### src/rtl/natural_log_arbiter_if.sv
// Requester-side bus of the shared natural-log arbiter: request strobes and operands in,
// grants, result pulses, results and busy flags out.
interface natural_log_arbiter_if #(
    parameter int NUM_REQ = 4,
    parameter int X_W     = 16,
    parameter int Y_W     = 16
);
    logic [NUM_REQ-1:0]     req_valid;
    logic [NUM_REQ*X_W-1:0] req_x;
    logic [NUM_REQ-1:0]     req_ready;
    logic [NUM_REQ-1:0]     rsp_valid;
    logic [NUM_REQ*Y_W-1:0] rsp_y;
    logic [NUM_REQ-1:0]     busy;

    modport master (
        output req_valid, req_x,
        input  req_ready, rsp_valid, rsp_y, busy
    );

    modport slave (
        input  req_valid, req_x,
        output req_ready, rsp_valid, rsp_y, busy
    );
endinterface

### src/rtl/natural_log_arbiter.sv
// Round-robin arbiter sharing one pipelined ln(x) core among NUM_REQ requesters.
// Optional per-requester last-result cache is enabled by defining NATURAL_LOG_ARB_CACHE_EN.
module natural_log_arbiter #(
    parameter int NUM_REQ    = 4,
    parameter int X_W        = 16,
    parameter int Y_W        = 16,
    parameter int LN_LATENCY = 3
) (
    input  logic                 clk,
    input  logic                 reset_n,
    natural_log_arbiter_if.slave req_bus,
    output logic                 ln_valid,
    output logic [X_W-1:0]       ln_x,
    input  logic [Y_W-1:0]       ln_y
);
    localparam int              ID_W    = (NUM_REQ > 1) ? $clog2(NUM_REQ) : 1;
    localparam int              STAGES  = LN_LATENCY + 1;
    localparam logic [Y_W-1:0]  SAT_Y   = {1'b1, {(Y_W-1){1'b0}}};
    localparam logic [ID_W-1:0] LAST_ID = ID_W'(NUM_REQ - 1);

    typedef enum logic {IDLE, PENDING} req_state_t;

    typedef struct packed {
        logic            valid;
        logic [ID_W-1:0] id;
        logic            zero;
    } tag_t;

    req_state_t             state     [NUM_REQ];
    logic [Y_W-1:0]         rsp_y_reg [NUM_REQ];
    tag_t                   tag_pipe  [STAGES];
    tag_t                   ret;
    logic [NUM_REQ-1:0]     rsp_valid_reg;
    logic [NUM_REQ-1:0]     busy_vec;
    logic [NUM_REQ-1:0]     eligible;
    logic [NUM_REQ-1:0]     grant_onehot;
    logic [NUM_REQ*Y_W-1:0] rsp_y_flat;
    logic [ID_W-1:0]        rr_ptr;
    logic [ID_W-1:0]        grant_id;
    logic                   grant_valid;
    logic                   grant_zero;
    logic                   grant_hit;
    logic                   issue;
    logic [X_W-1:0]         grant_x;
    logic [Y_W-1:0]         hit_y;
    int                     idx;

    always_comb begin
        busy_vec   = '0;
        eligible   = '0;
        rsp_y_flat = '0;
        for (int i = 0; i < NUM_REQ; i++) begin
            busy_vec[i] = (state[i] == PENDING);
            eligible[i] = req_bus.req_valid[i] && (state[i] == IDLE);
            rsp_y_flat[i*Y_W +: Y_W] = rsp_y_reg[i];
        end
    end

    // Search from rr_ptr upward, wrapping; the first eligible requester wins.
    always_comb begin
        grant_valid = 1'b0;
        grant_id    = '0;
        idx         = 0;
        for (int k = 0; k < NUM_REQ; k++) begin
            idx = int'(rr_ptr) + k;
            if (idx >= NUM_REQ) begin
                idx = idx - NUM_REQ;
            end
            if (!grant_valid && eligible[idx]) begin
                grant_valid = 1'b1;
                grant_id    = ID_W'(idx);
            end
        end
    end

    always_comb begin
        grant_onehot = '0;
        if (grant_valid) begin
            grant_onehot[grant_id] = 1'b1;
        end
    end

    assign grant_x    = req_bus.req_x[grant_id*X_W +: X_W];
    assign grant_zero = (grant_x == '0);
    assign issue      = grant_valid && !grant_hit;
    assign ret        = tag_pipe[STAGES-1];

    assign req_bus.req_ready = grant_onehot;
    assign req_bus.rsp_valid = rsp_valid_reg;
    assign req_bus.rsp_y     = rsp_y_flat;
    assign req_bus.busy      = busy_vec;

`ifdef NATURAL_LOG_ARB_CACHE_EN
    logic [NUM_REQ-1:0] cache_valid;
    logic [X_W-1:0]     last_x [NUM_REQ];
    logic [Y_W-1:0]     last_y [NUM_REQ];
    logic [X_W-1:0]     pend_x [NUM_REQ];

    assign grant_hit = grant_valid && cache_valid[grant_id] && (last_x[grant_id] == grant_x);
    assign hit_y     = last_y[grant_id];

    // Operand is parked per requester so the return can refresh the cache entry.
    always_ff @(posedge clk or negedge reset_n) begin
        if (!reset_n) begin
            cache_valid <= '0;
            for (int i = 0; i < NUM_REQ; i++) begin
                last_x[i] <= '0;
                last_y[i] <= '0;
                pend_x[i] <= '0;
            end
        end else begin
            if (issue) begin
                pend_x[grant_id] <= grant_x;
            end
            if (ret.valid && !ret.zero) begin
                cache_valid[ret.id] <= 1'b1;
                last_x[ret.id]      <= pend_x[ret.id];
                last_y[ret.id]      <= ln_y;
            end
        end
    end
`else
    assign grant_hit = 1'b0;
    assign hit_y     = '0;
`endif

    // A returning requester is PENDING, so it can never be the one granted this cycle.
    always_ff @(posedge clk or negedge reset_n) begin
        if (!reset_n) begin
            rr_ptr        <= '0;
            ln_valid      <= 1'b0;
            ln_x          <= '0;
            rsp_valid_reg <= '0;
            for (int i = 0; i < NUM_REQ; i++) begin
                state[i]     <= IDLE;
                rsp_y_reg[i] <= '0;
            end
            for (int s = 0; s < STAGES; s++) begin
                tag_pipe[s] <= '0;
            end
        end else begin
            ln_valid <= issue && !grant_zero;
            if (issue && !grant_zero) begin
                ln_x <= grant_x;
            end

            tag_pipe[0].valid <= issue;
            tag_pipe[0].id    <= grant_id;
            tag_pipe[0].zero  <= grant_zero;
            for (int s = 1; s < STAGES; s++) begin
                tag_pipe[s] <= tag_pipe[s-1];
            end

            rsp_valid_reg <= '0;
            if (ret.valid) begin
                rsp_valid_reg[ret.id] <= 1'b1;
                rsp_y_reg[ret.id]     <= ret.zero ? SAT_Y : ln_y;
                state[ret.id]         <= IDLE;
            end

            if (grant_valid) begin
                rr_ptr <= (grant_id == LAST_ID) ? '0 : grant_id + 1'b1;
                if (grant_hit) begin
                    rsp_valid_reg[grant_id] <= 1'b1;
                    rsp_y_reg[grant_id]     <= hit_y;
                end else begin
                    state[grant_id] <= PENDING;
                end
            end
        end
    end
endmodule

### src/flat_wrapper.sv
// flat-port wrapper written by rule: the top's interface ports become plain ports
module natural_log_arbiter_flat 
#(
    parameter int NUM_REQ    = 4,
    parameter int X_W        = 16,
    parameter int Y_W        = 16,
    parameter int LN_LATENCY = 3
)
  (clk, reset_n, ln_valid, ln_x, ln_y, req_bus_req_valid, req_bus_req_x, req_bus_req_ready, req_bus_rsp_valid, req_bus_rsp_y, req_bus_busy);
  natural_log_arbiter_if #(.NUM_REQ(NUM_REQ), .X_W(X_W), .Y_W(Y_W)) req_bus_i ();
  input  logic clk;
  input  logic reset_n;
  output logic ln_valid;
  output logic [X_W-1:0] ln_x;
  input  logic [Y_W-1:0] ln_y;
  input wire logic [$bits(req_bus_i.req_valid)-1:0] req_bus_req_valid;
  input wire logic [$bits(req_bus_i.req_x)-1:0] req_bus_req_x;
  output wire logic [$bits(req_bus_i.req_ready)-1:0] req_bus_req_ready;
  output wire logic [$bits(req_bus_i.rsp_valid)-1:0] req_bus_rsp_valid;
  output wire logic [$bits(req_bus_i.rsp_y)-1:0] req_bus_rsp_y;
  output wire logic [$bits(req_bus_i.busy)-1:0] req_bus_busy;
  assign req_bus_i.req_valid = req_bus_req_valid;
  assign req_bus_i.req_x = req_bus_req_x;
  assign req_bus_req_ready = req_bus_i.req_ready;
  assign req_bus_rsp_valid = req_bus_i.rsp_valid;
  assign req_bus_rsp_y = req_bus_i.rsp_y;
  assign req_bus_busy = req_bus_i.busy;
  natural_log_arbiter #(.NUM_REQ(NUM_REQ), .X_W(X_W), .Y_W(Y_W), .LN_LATENCY(LN_LATENCY)) u_core (.clk(clk), .reset_n(reset_n), .req_bus(req_bus_i), .ln_valid(ln_valid), .ln_x(ln_x), .ln_y(ln_y));
endmodule
### config.mk
export PLATFORM = sky130hd
export DESIGN_NAME = natural_log_arbiter_flat
export DESIGN_NICKNAME = d
export VERILOG_FILES = /design/src/rtl/natural_log_arbiter_if.sv /design/src/rtl/natural_log_arbiter.sv /design/src/flat_wrapper.sv
export SDC_FILE = /design/constraint.sdc
export NUM_CORES = 1
export LEC_CHECK = 0
export ABC_AREA = 1
export BUFFER_PORTS_ARGS = -buffer_cell sky130_fd_sc_hd__buf_4
export CAP_MARGIN = 20
export CORE_UTILIZATION = 30
export DETAILED_ROUTE_END_ITERATION = 16
export SYNTH_ARGS = -nofsm -noshare
export SYNTH_HDL_FRONTEND = slang
export SYNTH_SLANG_ARGS = --single-unit
### constraint.sdc
create_clock -name clk -period 2.3 [get_ports clk]
set_clock_uncertainty 0.05 [all_clocks]
set_input_delay 0.115 -clock clk [delete_from_list [all_inputs] [get_ports clk]]
set_output_delay 0.115 -clock clk [all_outputs]
set_load 0.1 [all_outputs]
==> flow_summary.yaml, run 1 <==
drt:
  drt_iter0_drc: 191
  wirelength_mm: 15.2
  via_per_inst: 4.60
  drtAntennaViolNets: 0
  vias: 4612
  first_pass_iters: 4
  drc: 0
  wl_per_cell_um: 15.2
hold_path:
  hold-path-cell-count: 3
  hold_start: "ln_y[15]"
  hp-class: "in -> reg"
  min_to: "u_core.req_bus.rsp_y[47]"
floorplan:
  row_count: 47
  start_util: 0.307
  ios: 179
  die_area_mm2: 0.0175
  die_y_um: 132
  die_x_um: 132
  coreArea_mm2: 0.0166
place:
  port_buffers: 178
  dp_hpwl_mm: 10.6
  place_congestion: 0.883
  pre_cts_slack_ps: -508
  dpl_cell_area_mm2: 0.00715
clock_tree:
  cts_tree: "done"
  clockBufferDepth: 2
  numCtsBuffers: 9
  clkSlewWorstSetupHoldPaths_ps: 70
  cts_max_level: 3
  clock-sinks: 107
  cts_root_buf: "clkbuf_16"
  clk_latency_ps: 340
setup_path:
  cp_max_fo: 8
  crit_required_ps: 2480
  critical_path_arrival_ps: 2920
  r2r_start: "u_core.rr_ptr[0]"
  start_kind: "register"
  reg2reg_to: "u_core.ln_x[11]"
  crit_type: "reg -> reg"
  rrSetupSlack_ps: -440
  ff2ff_path_depth: 21
  endpoint_kind: "register"
timing:
  rsz0062_at_grt: "yes"
  hold_violations: 0
  finalWorstSetupSlack_ps: -438
  hold_slack_ps: 91.2
  final_max_slew_viol_count: 0
  tightest_slew_ps: 694
  final_period_minus_worst_setup_slack_ps: 2740
  timing.fmax_mhz: 365
  setup_viol: 24
  maxSlewHeadroom: 0.537
  fin_crit_sh: 1.19
power_and_ir_drop:
  power.share.switching: 0.481
  p_leak_nw: 4.43
  p_per_area_mw_per_mm2: 919
  clockPowerShare: 0.214
  vdd_drop_max_mv: 0.653
  pwr-share-comb: 0.478
  switchingPower_mw: 3.73
  internal_power_mw: 4.02
  power.share.sequential: 0.308
global_routing:
  grt_pass1_wl_mm: 24.2
  grt_max_degree: 48
  grt_overflow_total: 0
  grt_pass1_vias: 4853
  grt_antenna_before_repair: 0
  grt_use_total: 0.174
run_status:
  status: "finished, violations left"
  violations: "negative setup slack"
cells_and_area:
  layout-drive-gt1-share: 0.590
  n_antenna_cell: 0
  seq_area_mm2: 0.00270
  design_area_mm2: 0.00845
  largest_reg_flops: 64
  area_delta_synth_final_pct: 65.8
  utilization: 0.509
  multi_input_area_mm2: 0.00262
  fillCellCount: 1512
  nets: 868
yosys:
  synth_common_cells: "dfrtp_1 (107), nand2_1 (106), inv_1 (70)"
  synth.top_cell.area_share: 0.526
  synth_nets: 614
  synthCells: 524
  synth_area_leader_cell: "dfrtp_1"
  yosysSeqAreaShare: 0.526
  synthArstFlopShare: 1.00
  synth-main-ff-cell: "dfrtp_1"
  ys_ff_latch: 107
  syn_area_per_cell_um2: 9.72
  ys_warn_count: 0
  syn-cell-area_mm2: 0.00509
  synth-edff-count: 0
  yosysMostFrequentCell: "dfrtp_1"
  yosys-top-cells-area: "dfrtp_1 (53%), mux2_2 (14%), nand2_1 (7.8%)"
  synth_cell_types: 29
job:
  cap_violations: 0
-- power groups by stage --
| stage | Combinational (mW) | Sequential (mW) | Clock, mW |
|---|---|---|---|
| finish | 3.71 | 2.39 | 1.66 |
| floorplan | 0.534 | 4.56 | 0 |
| CTS | 3.66 | 2.40 | 1.72 |
| global route | 3.84 | 2.43 | 1.79 |
| detailed placement | 3.61 | 2.43 | 0 |
| global placement | 3.58 | 2.42 | 0 |
-- area by class of cell --
cell class,instances,share of cell area
sequential,107,0.319
tap,220,0.0326
clock inverter,7,0.0124
clock buffer,9,0.0267
timing repair buffer,262,0.262
inverter,74,0.0370
multi-input combinational,324,0.310
-- stage by stage --
step | cells | power [mW] | setup TNS [ps]
final | 1003 | 7.76 | -8830
after global routing | 1003 | 8.05 | -12390
after CTS | 996 | 7.77 | -7670
after detailed placement | 953 | 6.04 | -10600
after global placement | 953 | 6.00 | -8120
after floorplan | 524 | 5.10 | -4590
-- critical path: stages (launching register included) --
cell and delay, ps:
dfrtp_2 490, inv_8 140, nand2_4 60, nand2_4 60, nand3_2 100, nand2_4 110
nand2_4 60, nor2_4 120, nand2_4 80, nand2_8 120, buf_12 130, buf_16 120
nand3b_1 90, nand3_2 80, nand2_2 80, nor2_2 130, nand2_1 80, nor2_2 130
nand2_4 120, buf_6 150, nand3_1 70, nand2_1 50
-- cell usage in the layout, fill, tap and decap left out, drive strengths merged --
master and n:
a21oi 3, clkbuf 9, nand2 115, dfrtp 107, nand4 1, inv 76
or2 1, nor2 31, a21boi 2, buf 261, bufinv 2, nor3 5
ha 4, clkinv 3, dlygate4sd3 1, nand3b 23, o21ai 1, mux2 64
o22ai 4, nand3 70
-- worst max-delay path by stage --
stage	to	start	slack (ps)
3_3_place_gp	u_core.ln_x[1]	u_core.rr_ptr[0]	-420
4_1_cts	u_core.ln_x[13]	u_core.rr_ptr[0]	-380
5_1_grt	u_core.ln_x[4]	u_core.rr_ptr[1]	-590
2_1_floorplan	u_core.ln_x[10]	u_core.req_bus.busy[0]	-290
3_5_place_dp	u_core.ln_x[9]	u_core.rr_ptr[0]	-510
6_report	u_core.ln_x[11]	u_core.rr_ptr[0]	-440
-- routing by layer --
metal / track usage / wire [um]
met5: 0 / 0
met1: 0.206 / 6200
met4: 0.0498 / 274
met3: 0.0446 / 966
met2: 0.309 / 7800
-- kinds of logic (layout without fill, tap and decap cells) --
family	count (synthesis)	in the layout	synth area share
AND/OR/NAND/NOR	244	246	0.226
flip-flops	107	107	0.526
adder cells (fa/ha/maj)	4	4	0.00983
AO/OA/AOI/OAI	10	10	0.0140
buffers and inverters	95	352	0.0828
multiplexers	64	64	0.142
-- what timing repair did --
action                     in CTS  in global routing
pin swaps                      28                 54
setup buffers                  21                  9
hold buffers                    1                  0
cloned                          5                  0
setup endpoints to repair      27                 27
resized for setup              57                 94
hold endpoints to repair       44                  0
(Power assumes the default switching activity.)
==> run 2, diff against run 1 <==
ABC_CLOCK_PERIOD_IN_PS = 2300   (was default)
CORE_MARGIN = 5   (was default)
REMOVE_ABC_BUFFERS = 1   (was default)
==> flow_summary.yaml, run 2 (same netlist as run 1, synthesis figures left out) <==
global_routing:
  top_usage_layer: "met2"
  grt_max_degree: 48
  grt_overflow_total: 0
  grt_use_total: 0.144
  grt_pass1_wl_mm: 23.1
  grt_pass1_vias: 4516
  met3_usage: 0.0610
  grt_antenna_before_repair: 1
  met2_usage: 0.227
  grt_util_met1: 0.184
floorplan:
  ios: 179
  coreArea_mm2: 0.0166
  die_y_um: 140
  die_area_mm2: 0.0197
  die_x_um: 140
  row_count: 47
  start_util: 0.306
clock_tree:
  clockBufferDepth: 2
  numCtsBuffers: 9
  clkSlewWorstSetupHoldPaths_ps: 80
  clk_latency_ps: 340
  cts_max_level: 3
  cts_tree: "done"
  cts_root_buf: "clkbuf_16"
  clock-sinks: 107
timing:
  timing.fmax_mhz: 372
  final_period_minus_worst_setup_slack_ps: 2690
  hold_violations: 0
  fin_crit_sh: 1.17
  tightest_slew_ps: 742
  hold_slack_ps: 83.9
  maxSlewHeadroom: 0.505
  finalWorstSetupSlack_ps: -386
  fin_setup_tns_ps: -7630
  final_max_slew_viol_count: 0
  rsz0062_at_grt: "yes"
  setup_viol: 22
place:
  place_congestion: 0.842
  dpl_cell_area_mm2: 0.00707
  dp.cells: 956
  dp_hpwl_mm: 10.5
  port_buffers: 178
power_and_ir_drop:
  power.share.switching: 0.491
  vdd_drop_max_mv: 0.788
  internal_power_mw: 3.87
  switchingPower_mw: 3.73
  p_leak_nw: 4.23
  power.share.sequential: 0.312
  clockPowerShare: 0.207
  pwr-share-comb: 0.481
  power.total_mw: 7.61
  p_per_area_mw_per_mm2: 971
cells_and_area:
  layout_commonest_cell: "buf_4"
  layout-drive-gt1-share: 0.510
  n_antenna_cell: 0
  largest_reg_flops: 64
  fillCellCount: 1566
  nets: 849
  fin_cells: 984
  area_delta_synth_final_pct: 53.9
  layout_common_cells: "buf_4 (221), dfrtp_1 (106), nand2_1 (88)"
  design_area_mm2: 0.00784
setup_path:
  crit_type: "reg -> out"
  cp-startpoint: "u_core.rr_ptr[0]"
  crit_slowest_cell: "dfrtp_2"
  endpoint_kind: "output pin"
  critPathTopFamily: "simple AND/OR/NAND/NOR gates"
  cp_num_buf_inv: 6
  crit_path_cell_trace: "clkinv_4, nand3_2, nand2_1, nand2_2, a21boi_4, nand2_2, nand2_4, nand2_4, buf_6, buf_6, inv_4, ha_2, inv_2, nor2_4, buf_12"
  r2r_start: "u_core.rr_ptr[0]"
  start_kind: "register"
  cpPeakStageDelay_ps: 470
  crit_required_ps: 2130
  critical_path_arrival_ps: 2520
  cp_max_fo: 8
run_status:
  violations: "negative setup slack"
  status: "finished, violations left"
hold_path:
  hp-class: "in -> reg"
  hold_start: "ln_y[15]"
drt:
  wirelength_mm: 14.5
  wl_per_cell_um: 14.8
  vias: 4353
  drt_iter0_drc: 117
  drtAntennaViolNets: 0
  first_pass_iters: 5
  drc: 0
  via_per_inst: 4.42
job:
  cap_violations: 0
-- run 2: per-stage QoR --
stage / setup slack, ps / utilization
finish: -386 / 0.471
global route: -603 / 0.471
CTS: -351 / 0.460
detailed placement: -337 / 0.425
global placement: -295 / 0.425
floorplan: -1870 / -
-- run 2: area by class of cell --
cell class                 instances  area, um2  share of cell area
inverter                          74        292              0.0372
sequential                       107       2680               0.342
multi-input combinational        322       2230               0.285
clock inverter                     6       73.8             0.00942
tap                              220        275              0.0351
clock buffer                      10        229              0.0292
timing repair buffer             245       2060               0.262
-- run 2: layer usage --
metal,share of wire,wire [um]
met1,0.43,6200
met2,0.45,6500
met5,0.0014,20
met3,0.11,1630
met4,0.013,192
-- run 2: worst reg2reg max path, stage by stage, from the launching register on --
cell      delay (ps)
dfrtp_2          470
clkinv_4         140
nand3_2          110
nand2_1           80
nand2_2           90
a21boi_4         210
nand2_2          100
nand2_4          100
buf_12           140
buf_4            120
nand3b_1         120
nand3_1           90
nand2_1           70
nor2_1           100
nand2_1           60
nor2_2           140
nand2_4          110
buf_6            150
nand3_1           70
nand2_1           60
-- run 2: final timing paths --
| check | to | slack, ps | cells past startpoint |
|---|---|---|---|
| worst max-delay path | req_bus_req_ready[0] | -390 | 15 |
| worst min-delay path | u_core.req_bus.rsp_y[63] | 80 | 3 |
| worst max register to register | u_core.ln_x[6] | -380 | 19 |
| worst min register to register | u_core.tag_pipe[4] | 300 | 0 |
| max in group asynchronous | u_core.req_bus.rsp_y[12] | 1280 | 3 |
| min in group asynchronous | u_core.req_bus.rsp_y[40] | 280 | 2 |
-- run 2: what timing repair did --
action,CTS,global route
setup buffers,6,2
gates resized for setup,55,35
pin swaps,19,18
endpoints found under the setup margin,26,27
hold buffers,1,0
cloned,1,2
hold endpoints to repair,42,0
-- run 2: power by group through the flow --
stage	Clock (mW)	Combinational, mW	Sequential (mW)
2_1_floorplan	0	0.496	4.55
3_5_place_dp	0	3.61	2.40
4_1_cts	1.63	3.65	2.38
6_report	1.57	3.66	2.37
5_1_grt	1.67	3.81	2.41
3_3_place_gp	0	3.60	2.39
